### src/rtl/pipe_stage_reg.sv
// Two-entry skid-buffered pipeline register. A registered in_ready lets a
// stage accept one more entry than the downstream can absorb, so there is no
// combinational path from out_ready to in_ready. Control is cleared on flush
// and when the stage drains, while data is kept. A saturating counter records
// the cycles in which the downstream stalls.
module pipe_stage_reg #(
  parameter int unsigned DATA_W = 32,
  parameter int unsigned CTRL_W = 8,
  parameter int unsigned CNT_W  = 16
) (
  input  logic              cpu_clk,
  input  logic              cpu_rst,
  input  logic              flush,
  input  logic              in_valid,
  output logic              in_ready,
  input  logic [DATA_W-1:0] in_data,
  input  logic [CTRL_W-1:0] in_ctrl,
  output logic              out_valid,
  input  logic              out_ready,
  output logic [DATA_W-1:0] out_data,
  output logic [CTRL_W-1:0] out_ctrl,
  output logic [CNT_W-1:0]  stall_cnt
);

  localparam logic [CNT_W-1:0] CNT_MAX = {CNT_W{1'b1}};

  typedef enum logic [1:0] {
    ST_EMPTY = 2'd0,
    ST_ONE   = 2'd1,
    ST_FULL  = 2'd2
  } state_t;

  state_t              r_state;
  logic                r_in_ready;
  logic                r_out_valid;
  logic [DATA_W-1:0]   r_main_data;
  logic [CTRL_W-1:0]   r_main_ctrl;
  logic [DATA_W-1:0]   r_skid_data;
  logic [CTRL_W-1:0]   r_skid_ctrl;
  logic [CNT_W-1:0]    r_stall_cnt;

  state_t              w_state_nxt;
  logic [DATA_W-1:0]   w_main_data_nxt;
  logic [CTRL_W-1:0]   w_main_ctrl_nxt;
  logic [DATA_W-1:0]   w_skid_data_nxt;
  logic [CTRL_W-1:0]   w_skid_ctrl_nxt;
  logic [CNT_W-1:0]    w_stall_cnt_nxt;
  logic                w_accept;
  logic                w_emit;
  logic                w_stall;

  // Handshake qualifiers; flush discards the input but not a downstream take
  assign w_accept = in_valid & r_in_ready & ~flush;
  assign w_emit   = r_out_valid & out_ready;
  assign w_stall  = r_out_valid & ~out_ready & ~flush;

  // Next-state, datapath and stall-counter update
  always_comb begin
    w_state_nxt     = r_state;
    w_main_data_nxt = r_main_data;
    w_main_ctrl_nxt = r_main_ctrl;
    w_skid_data_nxt = r_skid_data;
    w_skid_ctrl_nxt = r_skid_ctrl;
    w_stall_cnt_nxt = r_stall_cnt;

    unique case (r_state)
      ST_EMPTY: begin
        if (w_accept) begin
          w_main_data_nxt = in_data;
          w_main_ctrl_nxt = in_ctrl;
          w_state_nxt     = ST_ONE;
        end
      end
      ST_ONE: begin
        if (w_accept && w_emit) begin
          w_main_data_nxt = in_data;
          w_main_ctrl_nxt = in_ctrl;
        end else if (w_accept) begin
          w_skid_data_nxt = in_data;
          w_skid_ctrl_nxt = in_ctrl;
          w_state_nxt     = ST_FULL;
        end else if (w_emit) begin
          w_main_ctrl_nxt = '0;
          w_state_nxt     = ST_EMPTY;
        end
      end
      ST_FULL: begin
        if (w_emit) begin
          w_main_data_nxt = r_skid_data;
          w_main_ctrl_nxt = r_skid_ctrl;
          w_state_nxt     = ST_ONE;
        end
      end
      default: begin
        w_main_ctrl_nxt = '0;
        w_skid_ctrl_nxt = '0;
        w_state_nxt     = ST_EMPTY;
      end
    endcase

    if (flush) begin
      w_main_ctrl_nxt = '0;
      w_skid_ctrl_nxt = '0;
      w_state_nxt     = ST_EMPTY;
    end

    if (w_stall && (r_stall_cnt != CNT_MAX)) begin
      w_stall_cnt_nxt = r_stall_cnt + CNT_W'(1);
    end
  end

  // State, payload and counter registers; handshake flags follow next state
  always_ff @(posedge cpu_clk) begin
    if (cpu_rst) begin
      r_state     <= ST_EMPTY;
      r_in_ready  <= 1'b1;
      r_out_valid <= 1'b0;
      r_main_data <= '0;
      r_main_ctrl <= '0;
      r_skid_data <= '0;
      r_skid_ctrl <= '0;
      r_stall_cnt <= '0;
    end else begin
      r_state     <= w_state_nxt;
      r_in_ready  <= (w_state_nxt != ST_FULL);
      r_out_valid <= (w_state_nxt != ST_EMPTY);
      r_main_data <= w_main_data_nxt;
      r_main_ctrl <= w_main_ctrl_nxt;
      r_skid_data <= w_skid_data_nxt;
      r_skid_ctrl <= w_skid_ctrl_nxt;
      r_stall_cnt <= w_stall_cnt_nxt;
    end
  end

  assign in_ready  = r_in_ready;
  assign out_valid = r_out_valid;
  assign out_data  = r_main_data;
  assign out_ctrl  = r_main_ctrl;
  assign stall_cnt = r_stall_cnt;

endmodule

### config.mk
export PLATFORM = sky130hd
export DESIGN_NAME = pipe_stage_reg
export DESIGN_NICKNAME = d
export VERILOG_FILES = /design/src/rtl/pipe_stage_reg.sv
export SDC_FILE = /design/constraint.sdc
export NUM_CORES = 1
export LEC_CHECK = 0
export CAP_MARGIN = 5
export CORE_AREA = 4 4 100 102
export DETAILED_ROUTE_END_ITERATION = 8
export DIE_AREA = 0 0 104 106
export PLACE_DENSITY = 0.78
export SLEW_MARGIN = 20
export SYNTH_ARGS = -nofsm -noshare
export SYNTH_HDL_FRONTEND = slang
export SYNTH_SLANG_ARGS = --single-unit
### constraint.sdc
create_clock -name cpu_clk -period 2 [get_ports cpu_clk]
set_input_delay 0.2 -clock cpu_clk [delete_from_list [all_inputs] [get_ports cpu_clk]]
set_output_delay 0.2 -clock cpu_clk [all_outputs]
set_load 0.02 [all_outputs]
==> results list <==
* Startpoint type of the worst setup path: register
* Number of filler instances in the final layout: 773
- Crit path max fanout: 7
- Routed length per instance: roughly 16 µm
- Number of DRC markers in iteration 0: 202
* Multi-input combinational cell area: between 2000 and 2500 µm²
- Effective utilization at floorplan: 48.6%
* Cts-stage hold buffer count: 0
- Max-Slew Margin vs Limit: about two fifths
* Vias after detailed routing: about 4,000
* Worst setup EP type: register
- At the pin with the least slew margin, the transition time is between 0.8 and 0.9 ns.
* Clock tree from TritonCTS: done
* Shortest period the worst path allows: between 1.5 and 2 ns
* Largest net degree at the start of global routing: 38
- Via density per instance: 5.77
* Total nets after synthesis: approximately 530
- The number of buffers and inverters on the critical path is 0.
- Slowest cell on the critical path: sky130_fd_sc_hd__dfxtp_1
* Sequential share of the synthesized area: between 40 and 50%
- FFs w/ async S/R, synth: 0%
- Global-route wire length before repair: 18,200 µm
- Cts bufs inserted: 9
* Max Slew Vio Count: 0
- Worst hold path class: in2reg
- After routing, the total negative slack on setup checks comes to 0 ns.
* Largest incremental delay on the critical path: around 0.44 ns
- IR analysis of the VDD net gives a maximum drop of 0.303 mV.
- Total setup buffers inserted after CTS: 0
* Number of placed cells counting well taps: between 600 and 700
* Final weighted congestion in routability-driven placement: around 0.8
- For this run, design rule violations remaining after detail routing come to 0.
* Post-synthesis mux area share: 8.70%
* Compound-cell area share of the yosys netlist: a little under a quarter
- OpenSTA, run right after detailed placement, puts the worst setup slack at -0.112 ns.
* Family with the most delay on the worst path: simple AND/OR/NAND/NOR gates
- Synth top area cells: sky130_fd_sc_hd__dfxtp_1 (45%), sky130_fd_sc_hd__mux2i_1 (7.7%), sky130_fd_sc_hd__nand2_1 (7.1%), sky130_fd_sc_hd__a31o_1 (5.9%), sky130_fd_sc_hd__a211oi_1 (5.8%)
* Max-cap violations: 0
- Traced cell by cell, the critical path runs through and4_1 > nand4_4 > nor4_1 > mux2_1.
* Number of synthesized register bits: 100
- The total area inside the core boundary comes to 9110 µm².
* Worst clock skew: 0.0134 ns
* Dominant combinational cell family by area after synthesis: compound AO/OA/AOI/OAI gates
- Achievable frequency: about 0.55 GHz
- Critical setup path kind: reg2reg
- After Yosys synthesis, XOR and XNOR cells account for 0.198% of the synthesized area.
- LEAKAGE: around 2.3 nW
- Register cell area after layout: between 2000 and 2500 µm²
- Count of buffers inserted at the top-level ports: roughly 100
- Yosys mapped a number of flops with a built-in enable equal to 0.
- Initial antenna violation count: 0
* Status: finished, final reports clean
- After clock tree synthesis, the repair step resized 0 gates.
* Via count of the first global-routing pass: approximately 3,900
- For this run, the share of the core covered by cells in the final layout is about 64%.
* Post-route antenna net violation count: 0
- The pre-antenna-repair detailed-routing pass consisted of 5 iterations.
- # H-tree levels: 3
- Setup Viol. Count Final: 0
- Adder-cell share of the synthesized area: 0.282%
- The final number of hold-violating endpoints came to 0.
- The final layout contains 628 nets.
* Power per standard cell area: a little under 700 nW/µm²
- The most used flip-flop cell after synthesis is sky130_fd_sc_hd__dfxtp_1.
* Dominant cell type by area after synthesis: sky130_fd_sc_hd__dfxtp_1
- The share of synthesized area in the top cell type comes to between 40% and 50%.
- The netlist uses between 50 and 60 different library cells.
- Synthesized area: 4430 µm²
- Dividing the final minimum period by the clock period gives approximately nine tenths.
- For the worst-skew pair, the clock arrives at the later sink with an insertion delay of 0.36 ns.
- Die width: 104 µm
- Setup repair after global routing left no endpoint under its margin.
* Post-Synthesis Mean Instance Area: slightly above 9 µm²
- Across every metal layer, demand over resource in global routing totals about a fifth.
- Relative to the synthesized area, the layout overhead comes to 32.4%.
- The post-route netlist has about 11% of its cells at a drive strength greater than 1.
- CTS sink count: 100
* Data required time of the worst path: between 2 and 2.5 ns
- In this run the core area contains 35 standard-cell rows.
- In this run the count of I/O pins placed on the die edge is approximately 100.
* Maximum count of clock buffers along a single path: 2
- CTS placed an instance of sky130_fd_sc_hd__clkbuf_8 at the clock tree root.
- Arrival time at the worst endpoint: between 2 and 2.5 ns
* Number of cells produced by synthesis: 479
- Overflow left after global routing: 0
- Die area: ~11,000 µm²
- Ys Warns: 0
- Clock transition at path regs: roughly 0.10 ns
- Detailed placement ended at an HPWL of between 7000 and 8000 µm.
- Excluding fillers, the count of instances in the completed layout stands at between 600 and 700.
- Chip height: around 110 µm
* Inserted Diodes: 0
- Setup slack on the critical path of the routed design comes to 0.180 ns.
- Basic-gate share of the synthesized area counting and, or, nand and nor cells: between 15 and 20%
- Final wirelength: about 11,000 µm
[cell usage after synthesis, types with 2 or more instances]
library cell and number:
sky130_fd_sc_hd__dfxtp_1 100, sky130_fd_sc_hd__inv_1 4, sky130_fd_sc_hd__mux2_1 3, sky130_fd_sc_hd__a21oi_1 50, sky130_fd_sc_hd__nor2b_1 4, sky130_fd_sc_hd__nand4_4 2
sky130_fd_sc_hd__a31o_2 2, sky130_fd_sc_hd__buf_6 5, sky130_fd_sc_hd__a31o_1 30, sky130_fd_sc_hd__or2_2 2, sky130_fd_sc_hd__and3_1 2, sky130_fd_sc_hd__o31ai_1 6
sky130_fd_sc_hd__nor2_1 17, sky130_fd_sc_hd__nand2_1 84, sky130_fd_sc_hd__clkbuf_1 20, sky130_fd_sc_hd__nand3_1 2, sky130_fd_sc_hd__a222oi_1 8, sky130_fd_sc_hd__o21ai_0 11
sky130_fd_sc_hd__a21boi_0 2, sky130_fd_sc_hd__nand4_1 5, sky130_fd_sc_hd__mux2i_1 34, sky130_fd_sc_hd__or3_1 2, sky130_fd_sc_hd__nor3_1 2, sky130_fd_sc_hd__or4_1 6
sky130_fd_sc_hd__buf_2 12, sky130_fd_sc_hd__a211oi_1 34
[area by class of cell]
type	instances	share of cell area (%)
Tap cell	111	2.37
Timing Repair Buffer	132	21.8
Sequential cell	100	34.1
Inverter	5	0.320
Multi-Input combinational cell	334	37.6
Clock buffer	10	2.35
Clock inverter	6	1.49
[cell usage in the layout (no fill, tap or decap), types with 2 or more instances in the layout]
cell type / count
sky130_fd_sc_hd__nor3_1: 2
sky130_fd_sc_hd__dfxtp_1: 100
sky130_fd_sc_hd__buf_4: 27
sky130_fd_sc_hd__a31o_1: 30
sky130_fd_sc_hd__a211oi_1: 34
sky130_fd_sc_hd__mux2_1: 3
sky130_fd_sc_hd__and3_1: 2
sky130_fd_sc_hd__clkinv_4: 2
sky130_fd_sc_hd__nand2_1: 84
sky130_fd_sc_hd__mux2i_1: 34
sky130_fd_sc_hd__nand4_1: 5
sky130_fd_sc_hd__o21ai_0: 11
sky130_fd_sc_hd__bufinv_16: 2
sky130_fd_sc_hd__a21boi_0: 2
sky130_fd_sc_hd__or3_1: 2
sky130_fd_sc_hd__nand3_1: 2
sky130_fd_sc_hd__clkinv_2: 2
sky130_fd_sc_hd__o31ai_1: 6
sky130_fd_sc_hd__a222oi_1: 8
sky130_fd_sc_hd__clkdlybuf4s50_1: 101
sky130_fd_sc_hd__or4_1: 6
sky130_fd_sc_hd__inv_1: 4
sky130_fd_sc_hd__or2_2: 2
sky130_fd_sc_hd__clkbuf_8: 10
sky130_fd_sc_hd__buf_12: 3
sky130_fd_sc_hd__a21oi_1: 50
sky130_fd_sc_hd__nor2_1: 17
sky130_fd_sc_hd__nor2b_1: 4
sky130_fd_sc_hd__a31o_2: 2
sky130_fd_sc_hd__nand4_4: 2
[flip-flops by register name (all words and copies together) (netlist names)]
register and cells:
stall_cnt 16, r_skid_data 32, out_valid 1, r_state 2
r_skid_ctrl 8, out_ctrl 8, out_data 32, in_ready 1
[kinds of logic (layout without fill, tap and decap cells)]
logic type	Yosys count	count (layout)
buffers and inverters	45	153
xor gates and xnor gates	1	1
and+or+nand+nor	143	143
AOI/OAI and AO/OA	151	151
adders and majority gates	1	1
muxes	38	38
DFF	100	100
[routing by layer]
metal	vias to the layer above	track usage [%]	share of wire [%]
met5	-	0	0
met4	0	7.41	1.8
met3	16	2.85	5.2
met2	128	34.8	50
met1	1923	24.3	43
li1	1960	-	-
[path summary, 6_finish.rpt]
kind / from / to / slack, ns / depth (start not counted)
setup reg to reg: stall_cnt[5]$_SDFFE_PP0P_ / stall_cnt[15]$_SDFFE_PP0P_ / 0.18 / 4
setup / recovery: stall_cnt[5]$_SDFFE_PP0P_ / stall_cnt[15]$_SDFFE_PP0P_ / 0.18 / 4
hold / removal: cpu_rst / r_skid_data[23]$_SDFFE_PP0P_ / 0.24 / 2
hold reg to reg: r_skid_data[13]$_SDFFE_PP0P_ / r_skid_data[13]$_SDFFE_PP0P_ / 0.46 / 2
[per-stage QoR]
stage | total power, W | cell area (µm²) | hold slack (ns)
floorplan | 0.00233 | 4430 | 0.336
global placement | 0.00255 | 5640 | 0.440
detailed placement | 0.00256 | 5640 | 0.449
CTS | 0.00399 | 5870 | 0.223
global route | 0.00409 | 5870 | 0.261
finish | 0.00395 | 5870 | 0.237
[where the power goes]
group	leakage [nW]	internal (W)	switching, W	total, W
registers	0.810	0.00204	0.0000270	0.00206
logic	1.34	0.000225	0.000227	0.000452
clock network	0.116	0.000740	0.000697	0.00144
total	2.27	0.00300	0.000951	0.00395
Note: power is estimated with default switching activity, not from simulation.
